$ cat src/rtl/arb_pkg.sv
// Shared types and helpers for the round-robin hold arbiter.
// Helpers work on a 16-bit space; callers cast to their own widths.
package arb_pkg;

    typedef enum logic {IDLE, HOLD} state_t;

    localparam int DEF_N        = 4;
    localparam int DEF_MAX_HOLD = 8;

    function automatic logic [15:0] onehot(input logic [3:0] idx);
        return 16'(1) << idx;
    endfunction

    // Increment an index, wrapping at n.
    function automatic logic [3:0] next_idx(input logic [3:0] idx, input int n);
        return (int'(idx) + 1 >= n) ? 4'd0 : idx + 4'd1;
    endfunction

endpackage

$ cat src/rtl/rr_pick.sv
// Rotated priority search: first set req bit at or above ptr, wrapping to 0.
module rr_pick
    import arb_pkg::*;
#(
    parameter int N   = DEF_N,
    parameter int IDW = $clog2(N)
) (
    input  logic [N-1:0]   req,
    input  logic [IDW-1:0] ptr,
    output logic           valid,
    output logic [IDW-1:0] sel
);

    always_comb begin
        logic [3:0] idx;
        valid = 1'b0;
        sel   = '0;
        idx   = 4'(ptr);
        for (int i = 0; i < N; i++) begin
            if (!valid && req[IDW'(idx)]) begin
                valid = 1'b1;
                sel   = IDW'(idx);
            end
            idx = next_idx(idx, N);
        end
    end

endmodule

$ cat src/rtl/rr_hold_arbiter.sv
// Round-robin arbiter granting one requester at a time until done, request
// withdrawal or a hold limit; one idle cycle is always inserted between owners.
module rr_hold_arbiter
    import arb_pkg::*;
#(
    parameter int N        = DEF_N,
    parameter int MAX_HOLD = DEF_MAX_HOLD,
    parameter int IDW      = $clog2(N)
) (
    input  logic           clk,
    input  logic           reset,
    input  logic [N-1:0]   req,
    input  logic [N-1:0]   done,
    output logic [N-1:0]   grant,
    output logic           busy,
    output logic [IDW-1:0] owner,
    output logic           timeout
);

    localparam int CW = $clog2(MAX_HOLD);

    state_t         state, state_n;
    logic [IDW-1:0] ptr, ptr_n, owner_n, pick_sel;
    logic [CW-1:0]  cnt, cnt_n;
    logic           timeout_n, pick_valid;

    rr_pick #(.N(N), .IDW(IDW)) u_pick (
        .req   (req),
        .ptr   (ptr),
        .valid (pick_valid),
        .sel   (pick_sel)
    );

    always_comb begin
        state_n   = state;
        ptr_n     = ptr;
        cnt_n     = cnt;
        owner_n   = owner;
        timeout_n = 1'b0;
        case (state)
            IDLE: begin
                if (pick_valid) begin
                    state_n = HOLD;
                    owner_n = pick_sel;
                    cnt_n   = '0;
                end
            end
            HOLD: begin
                // A voluntary release wins over a coincident hold-limit hit.
                if (done[owner] || !req[owner]) begin
                    state_n = IDLE;
                    ptr_n   = IDW'(next_idx(4'(owner), N));
                end else if (cnt == CW'(MAX_HOLD - 1)) begin
                    state_n   = IDLE;
                    ptr_n     = IDW'(next_idx(4'(owner), N));
                    timeout_n = 1'b1;
                end else begin
                    cnt_n = cnt + CW'(1);
                end
            end
            default: state_n = IDLE;
        endcase
    end

    always_ff @(posedge clk) begin
        if (reset) begin
            state   <= IDLE;
            ptr     <= '0;
            cnt     <= '0;
            owner   <= '0;
            grant   <= '0;
            busy    <= 1'b0;
            timeout <= 1'b0;
        end else begin
            state   <= state_n;
            ptr     <= ptr_n;
            cnt     <= cnt_n;
            owner   <= owner_n;
            grant   <= (state_n == HOLD) ? N'(onehot(4'(owner_n))) : '0;
            busy    <= (state_n == HOLD);
            timeout <= timeout_n;
        end
    end

endmodule

$ cat config.mk
export PLATFORM = sky130hd
export DESIGN_NAME = rr_hold_arbiter
export DESIGN_NICKNAME = d
export VERILOG_FILES = /design/src/rtl/arb_pkg.sv /design/src/rtl/rr_pick.sv /design/src/rtl/rr_hold_arbiter.sv
export SDC_FILE = /design/constraint.sdc
export NUM_CORES = 1
export LEC_CHECK = 0
export CAP_MARGIN = 20
export CELL_PAD_IN_SITES_DETAIL_PLACEMENT = 0
export CELL_PAD_IN_SITES_GLOBAL_PLACEMENT = 1
export CORE_AREA = 3 3 48 59
export CTS_BUF_LIST = sky130_fd_sc_hd__clkbuf_8
export DETAILED_ROUTE_END_ITERATION = 10
export DIE_AREA = 0 0 51 62
export GPL_TIMING_DRIVEN = 1
export PLACE_DENSITY = 0.82
export REMOVE_ABC_BUFFERS = 1
export SLEW_MARGIN = 25
export SYNTH_ARGS = -nofsm -noshare
export SYNTH_HDL_FRONTEND = slang
export SYNTH_HIERARCHICAL = 1
export SYNTH_SLANG_ARGS = --single-unit
$ cat constraint.sdc
create_clock -name clk -period 9.3 [get_ports clk]
set_clock_uncertainty 0.2 [all_clocks]
set_input_delay 1.86 -clock clk [delete_from_list [all_inputs] [get_ports clk]]
set_output_delay 1.86 -clock clk [all_outputs]
set_load 0.005 [all_outputs]
==> results of run 1 <==
==> stage by stage <==
stage	util (%)	worst slack [ps]	std cells	power (mW)
after floorplan	-	5380	102	0.236
after detailed placement	51.7	4530	150	0.296
after global placement	51.7	4630	150	0.294
after global routing	53.6	4530	154	0.375
after CTS	53.6	4780	154	0.346
final	53.6	4790	154	0.344
==> synth_stat cells <==
library cell	n
mux4_2	1
nor4b_1	4
o21ai_0	5
or3_1	1
mux2_4	3
a21oi_1	7
a21oi_2	1
or4_1	3
xor2_1	1
mux4_1	3
nor3_1	2
nand2_1	4
clkbuf_1	2
nor2_4	1
dfxtp_1	13
buf_6	1
nor2_1	5
nor4_1	3
o21ba_2	1
nand4b_1	1
or3b_1	1
nor2b_1	8
nand3_1	2
o211a_1	1
nor3b_1	1
nand2b_1	8
o32a_1	2
o311ai_1	1
o211ai_1	1
and2b_2	1
or4b_1	1
a21boi_0	1
inv_1	3
buf_4	1
mux2i_1	5
ha_1	6
a31oi_1	1
==> cell families after synthesis <==
family	count (synthesis)	synth area share (%)
buffers and inverters	7	3.72
AND/OR/NAND/NOR	46	28.9
adder cells (fa/ha/maj)	6	7.44
multiplexers	12	19.5
XOR/XNOR	1	0.869
flip-flops	13	25.8
AO/OA/AOI/OAI	21	13.8
==> sequential cells by signal (all words and copies together), names as in the netlist <==
register,flops
timeout,1
state,1
cnt,3
owner,2
ptr,2
grant,4
==> power groups by stage <==
stage | sequential, mW | combinational (mW) | clock (mW)
3_5_place_dp | 0.0943 | 0.201 | 0
3_3_place_gp | 0.0938 | 0.200 | 0
5_1_grt | 0.0961 | 0.226 | 0.0523
6_report | 0.0928 | 0.202 | 0.0491
4_1_cts | 0.0934 | 0.202 | 0.0501
2_1_floorplan | 0.0893 | 0.147 | 0
==> worst max-delay path by stage <==
| stage | slack, ps | endpoint | start | cells past startpoint |
|---|---|---|---|---|
| floorplan | 5380 | grant[2] | req[2] | 5 |
| global placement | 4630 | grant[1] | req[2] | 6 |
| detailed placement | 4530 | grant[2] | req[3] | 7 |
| CTS | 4780 | grant[2] | req[2] | 6 |
| global route | 4530 | grant[2] | req[3] | 7 |
| finish | 4790 | grant[2] | req[3] | 7 |
==> worst max-delay path: cells and delay by family <==
family	cells	cell delay [ps]
AOI/OAI and AO/OA	1	180
and+or+nand+nor	4	1390
buffers and inverters	1	610
muxes	1	410
==> cell type report <==
class | instances | area (um2) | share of cell area (%)
Sequential cell | 13 | 260 | 21.1
Timing Repair Buffer | 17 | 170 | 13.8
Tap cell | 31 | 38.8 | 3.14
Multi-Input combinational cell | 86 | 711 | 57.5
Inverter | 3 | 11.3 | 0.911
Clock inverter | 1 | 3.75 | 0.304
Clock buffer | 3 | 41.3 | 3.34
==> metal layers <==
layer / share of wire [%] / wire (um) / up-vias / global-route usage, %
met4: 0 / 0 / 0 / 4.62
li1: - / - / 440 / -
met1: 42 / 976 / 412 / 19.8
met2: 54 / 1250 / 20 / 29.7
met5: 0 / 0 / - / 0
met3: 3.3 / 76 / 0 / 2.63
==> results.md, run 1 <==
- R2R depth: 8
- First-pass GRT wire length: 3880 um
- Final Cell Area: roughly 0.0012 mm2
- H-tree levels: 1
- Worst-path cell chain: clkdlybuf4s50_1, or4b_1, o211ai_1, or4_1, nor2b_1, mux2i_1, nor4b_1
- Layout cells sized above 1: between 8 and 9%
- Clock network fraction of total power: around 14%
- Kind of critical path: input port to register
- Max-cap viol count: 0
- Worst-Skew Late Latency: ~240 ps
- Via count: 872
- Initial DRC count: 13
- Die H: between 60 and 70 um
- CTS tree: built
- Pwr Density: 278 mW/mm2
- Hold EP: cnt[0]
- Sw Ratio: about two fifths
- CTS Root Cell: clkbuf_8
- Total track usage: 16.2%
- Critical Path RT: 9230 ps
- CTS Hold Bufs: 0
- Final nets: 140
- Area post-placement: roughly 0.0012 mm2
- Sequential-to-total area share from yosys stat: 25.8%
- Reg2Reg Setup Slack: a little under 6000 ps
- Post-synth cell types: 37
- Vias in the first global route: roughly 850
- Via density per instance: around 5.7
- Reg-to-Reg End: grant[2]
- HP Class: register to register
- Mapped cell area: about 0.0010 mm2
- RSZ-0062 raised after global routing: false
- Largest net degree at the start of global routing: 20
- Final period utilization: around half
- Status: finished clean
- Max frequency: 0.222 GHz
- Seq pwr share: 27.0%
- Synth top area cells: dfxtp_1 26%, mux4_1 7.8%, ha_1 7.4%
- Most common cell after layout, fill and taps aside: clkdlybuf4s50_1
- Synth Area per Inst: 9.51 um2
- Largest area contributor in the netlist: dfxtp_1
- Fillers: 233
- Routed Antenna Nets: 0
- Worst-path maximum fanout: 9
- Width of the die: a little over 50 um
- Initial Utilization: 43.7%
- Most frequent cells in the layout: 17 x clkdlybuf4s50_1, 13 x dfxtp_1, 8 x nor2b_1, 8 x nand2b_1, 7 x a21oi_1
- Combinational power share: between 50% and 60%
- Postcts setup bufs: 0
- Crit. End Element: register
- Synth top area share: 25.8%
- NetSw: 140 uW
- Mapped Cells: about 110
- Crit-path max cell delay: 610 ps
- Top Ports: 18
- Synth Warn #: 6
- Final hold violation count: 0
- Placer Congestion: 0.895
- Post-synthesis sequential element count: 13
- Minimum clock period: 4510 ps
- Area Overhead vs Synth: 22.6%
- Max IR drop VDD: 0.126 mV
- Reg2reg start: ptr[0]
- Routed WL per cell: 14.9 um
- Startpoint types: input port
- Core ar.: around 0.0023 mm2
- Die area: roughly 0.0032 mm2
- First-pass DRT Iterations: 4
- Clock Sinks: 13
- DRC: 0
- Final Slew Violations: 0
- Internal: slightly above 200 uW
- Std cell rows: 19
- Max clock buf depth: 2
- Gates resized, CTS repair: 0
- Final hold slack: 372 ps
- CTS buffer count: 3
- HPWL after detailed placement: 1760 um
- # diodes: 0
- Sum Neg Setup Slack: 0 ps
- Endpoints failing setup: 0
- Hold depth: 2
- Rel. slew slack: 57.4%
- Clk pin slew, worst setup/hold paths: 50 ps
- Port bufs: 17
- Leakage Power: between 0.4 and 0.5 nW
- GR Overflow Total: 0
- Final WL: 2300 um
- Crit-path slowest cell: clkdlybuf4s50_1
- Worst-Margin Slew: 637 ps
- Critical Path AT: 4440 ps
- Initial antenna violation count: 0
- Min-delay src: cnt[0]
Power figures use the tool's default switching activity.
==> run 2: changes to the inputs <==
--- a/config.mk
+++ b/config.mk
@@ -8,12 +8,12 @@
 export CAP_MARGIN = 20
 export CELL_PAD_IN_SITES_DETAIL_PLACEMENT = 0
 export CELL_PAD_IN_SITES_GLOBAL_PLACEMENT = 1
-export CORE_AREA = 3 3 48 59
+export CORE_AREA = 3 3 52 64
 export CTS_BUF_LIST = sky130_fd_sc_hd__clkbuf_8
 export DETAILED_ROUTE_END_ITERATION = 10
-export DIE_AREA = 0 0 51 62
+export DIE_AREA = 0 0 55 67
 export GPL_TIMING_DRIVEN = 1
-export PLACE_DENSITY = 0.82
+export PLACE_DENSITY = 0.74
 export REMOVE_ABC_BUFFERS = 1
 export SLEW_MARGIN = 25
 export SYNTH_ARGS = -nofsm -noshare
==> constraint.sdc (replaced) <==
create_clock -name clk -period 3.9 [get_ports clk]
set_clock_uncertainty 0.2 [all_clocks]
set_input_delay 0.78 -clock clk [delete_from_list [all_inputs] [get_ports clk]]
set_output_delay 0.78 -clock clk [all_outputs]
set_load 0.005 [all_outputs]
==> run 2 against run 1 <==
Against the previous run: global-route usage fell by 2.5 points; non-clock buffer count is 2 higher; routed wire length down 1.8%; sequential power is 120% higher; first-iteration DRC count is 150% higher; sequential share of layout area fell by 0.34 points; count of clock-buffer cells in the layout stayed put; final cell count rose by 3.2%; register-to-register slack got worse by 5000 ps; die area increased by 17%; hold slack lost 11 ps; core utilization decreased by 8.5 points; critical path type unchanged.
==> results.md, run 2 (synthesis results as in run 1) <==
- Max IR drop VDD: 0.289 mV (+130%)
- Final period utilization: 85.4%
- Family with the most delay on the worst path: multiplexers
- Gates resized, CTS repair: 0 (unchanged)
- Worst-Skew Late Latency: 240 ps (about the same)
- R2R depth: 8 (unchanged)
- First-pass GRT wire length: 3720 um (-4.1%)
- Routed Antenna Nets: 0 (unchanged)
- Via count: 909 (+4.2%)
- Critical Path AT: 3280 ps (-1160 ps)
- Worst-path maximum fanout: 9 (unchanged)
- Die area: 0.00369 mm2 (+17%)
- Crit. End Element: register
- Crit-path slowest cell: mux4_1
- Reg area: 260 um2 (unchanged)
- H-tree levels: 1 (unchanged)
- Area Overhead vs Synth: 24.6%
- Core ar.: 0.00279 mm2 (+21%)
- DRC: 0 (unchanged)
- Via density per instance: 5.72 (+0.97%)
- CTS tree: built
- Post-route setup slack: 569 ps (-4220 ps)
- CP Launch Point: req[3]
- Multi-input gate area: 711 um2 (unchanged)
- Min-delay src: cnt[0]
- Routed WL per cell: 14.2 um (-4.9%)
- Die H: 67 um (+8.1%)
- Width of the die: 55 um (+7.8%)
- Top reg by flops: grant
- Layout cells sized above 1: 11.2% (+2.3 points)
- Startpoint types: input port
- Setup slack at placement: 328 ps (-4200 ps)
- # diodes: 0 (unchanged)
- Reg2reg start: ptr[0]
- Initial antenna violation count: 0 (unchanged)
- Most common cell after layout, fill and taps aside: clkdlybuf4s50_1
- CP Depth: 6 (-1)
- Reg2Reg Setup Slack: 840 ps (-4950 ps)
- Port bufs: 17 (unchanged)
- CTS Hold Bufs: 0 (unchanged)
- Final nets: 142 (+1.4%)
- CTS buffer count: 3 (unchanged)
- Fillers: 282 (+21%)
- Largest net degree at the start of global routing: 20 (unchanged)
- HP Class: register to register
- Kind of critical path: input port to register
- Worst-Margin Slew: 602 ps (-34.4 ps)
- CP bufs+invs: 1 (unchanged)
- Total track usage: 13.8% (-2.5 points)
- Worst-path cell chain: clkdlybuf4s50_1, mux4_1, or4_1, nor2b_1, mux2i_1, nor4b_1
- Max-cap viol count: 0 (unchanged)
- Most frequent cells in the layout: 17 x clkdlybuf4s50_1, 13 x dfxtp_1, 8 x nor2b_1, 8 x nand2b_1, 7 x a21oi_1
- First-pass DRT Iterations: 4 (unchanged)
- Std cell rows: 21 (+2)
- Critical Path RT: 3840 ps (-5390 ps)
- GR Overflow Total: 0 (unchanged)
- CTS Root Cell: clkbuf_8
- Final hold violation count: 0 (unchanged)
- Vias in the first global route: 841 (-1.5%)
- Crit-path max cell delay: 620 ps (about the same)
- Status: finished clean
- Largest register FFs: 4 (unchanged)
- Hold depth: 2 (unchanged)
- Initial Utilization: 36.2% (-7.5 points)
- Minimum clock period: 3330 ps
- Endpoints failing setup: 0 (unchanged)
- Initial DRC count: 32 (+19)
- Final WL: 2260 um (-1.8%)
- Clock Sinks: 13 (unchanged)
- Clk pin slew, worst setup/hold paths: 60 ps (about the same)
- Placer Congestion: 0.749 (-16%)
- Leakage Power: 0.498 nW (+1.7%)
- Largest registers: grant (4), cnt (3)
- HPWL after detailed placement: 1800 um (+2.4%)
- Sum Neg Setup Slack: 0 ps (unchanged)
- Top Ports: 18 (unchanged)
- Max clock buf depth: 2 (unchanged)
- Pwr Density: 674 mW/mm2 (+140%)
- Postcts setup bufs: 0 (unchanged)
- Rel. slew slack: 59.7% (+2.3 points)
- RSZ-0062 raised after global routing: false
- Final Slew Violations: 0 (unchanged)
- Max frequency: 0.300 GHz
-- run 2: cell type report --
cell class / count / share of cell area, %
clock buffer: 3 / 3.29
sequential: 13 / 20.7
tap: 34 / 3.39
inverter: 3 / 0.896
multi-input combinational: 86 / 56.6
timing repair buffer: 19 / 14.7
clock inverter: 1 / 0.398
-- run 2: power by group --
group | internal, mW | leakage [nW] | total, mW | switching, mW
registers | 0.169 | 0.106 | 0.207 | 0.0383
clock network | 0.0705 | 0.0255 | 0.118 | 0.0475
logic | 0.260 | 0.367 | 0.521 | 0.261
-- run 2: routing by layer --
metal | track usage (%) | up-vias | routed length, um
met2 | 23.7 | 23 | 1190
met5 | 0 | - | 0
met4 | 7.29 | 0 | 21
li1 | - | 442 | -
met1 | 16.6 | 442 | 983
met3 | 0.671 | 2 | 66
-- run 2: tightest hold or removal path: stages (launching register included) --
cell and delay [ps]:
dfxtp_1 340, or3_1 110, a21oi_1 60
-- run 2: metrics by stage --
| step | instance area, um2 | std cells | hold WS (ps) | util (%) | power, mW |
|---|---|---|---|---|---|
| after global placement | 1210 | 155 | 338 | 43.4 | 0.722 |
| after floorplan | 982 | 102 | 310 | - | 0.563 |
| after global routing | 1260 | 159 | 404 | 45.1 | 0.910 |
| final | 1260 | 159 | 361 | 45.1 | 0.846 |
| after CTS | 1260 | 159 | 365 | 45.1 | 0.851 |
| after detailed placement | 1210 | 155 | 357 | 43.4 | 0.730 |
-- run 2: final timing paths --
kind	to
worst max register to register	grant[1]
worst max-delay path	grant[1]
worst min register to register	cnt[0]
worst min-delay path	cnt[0]
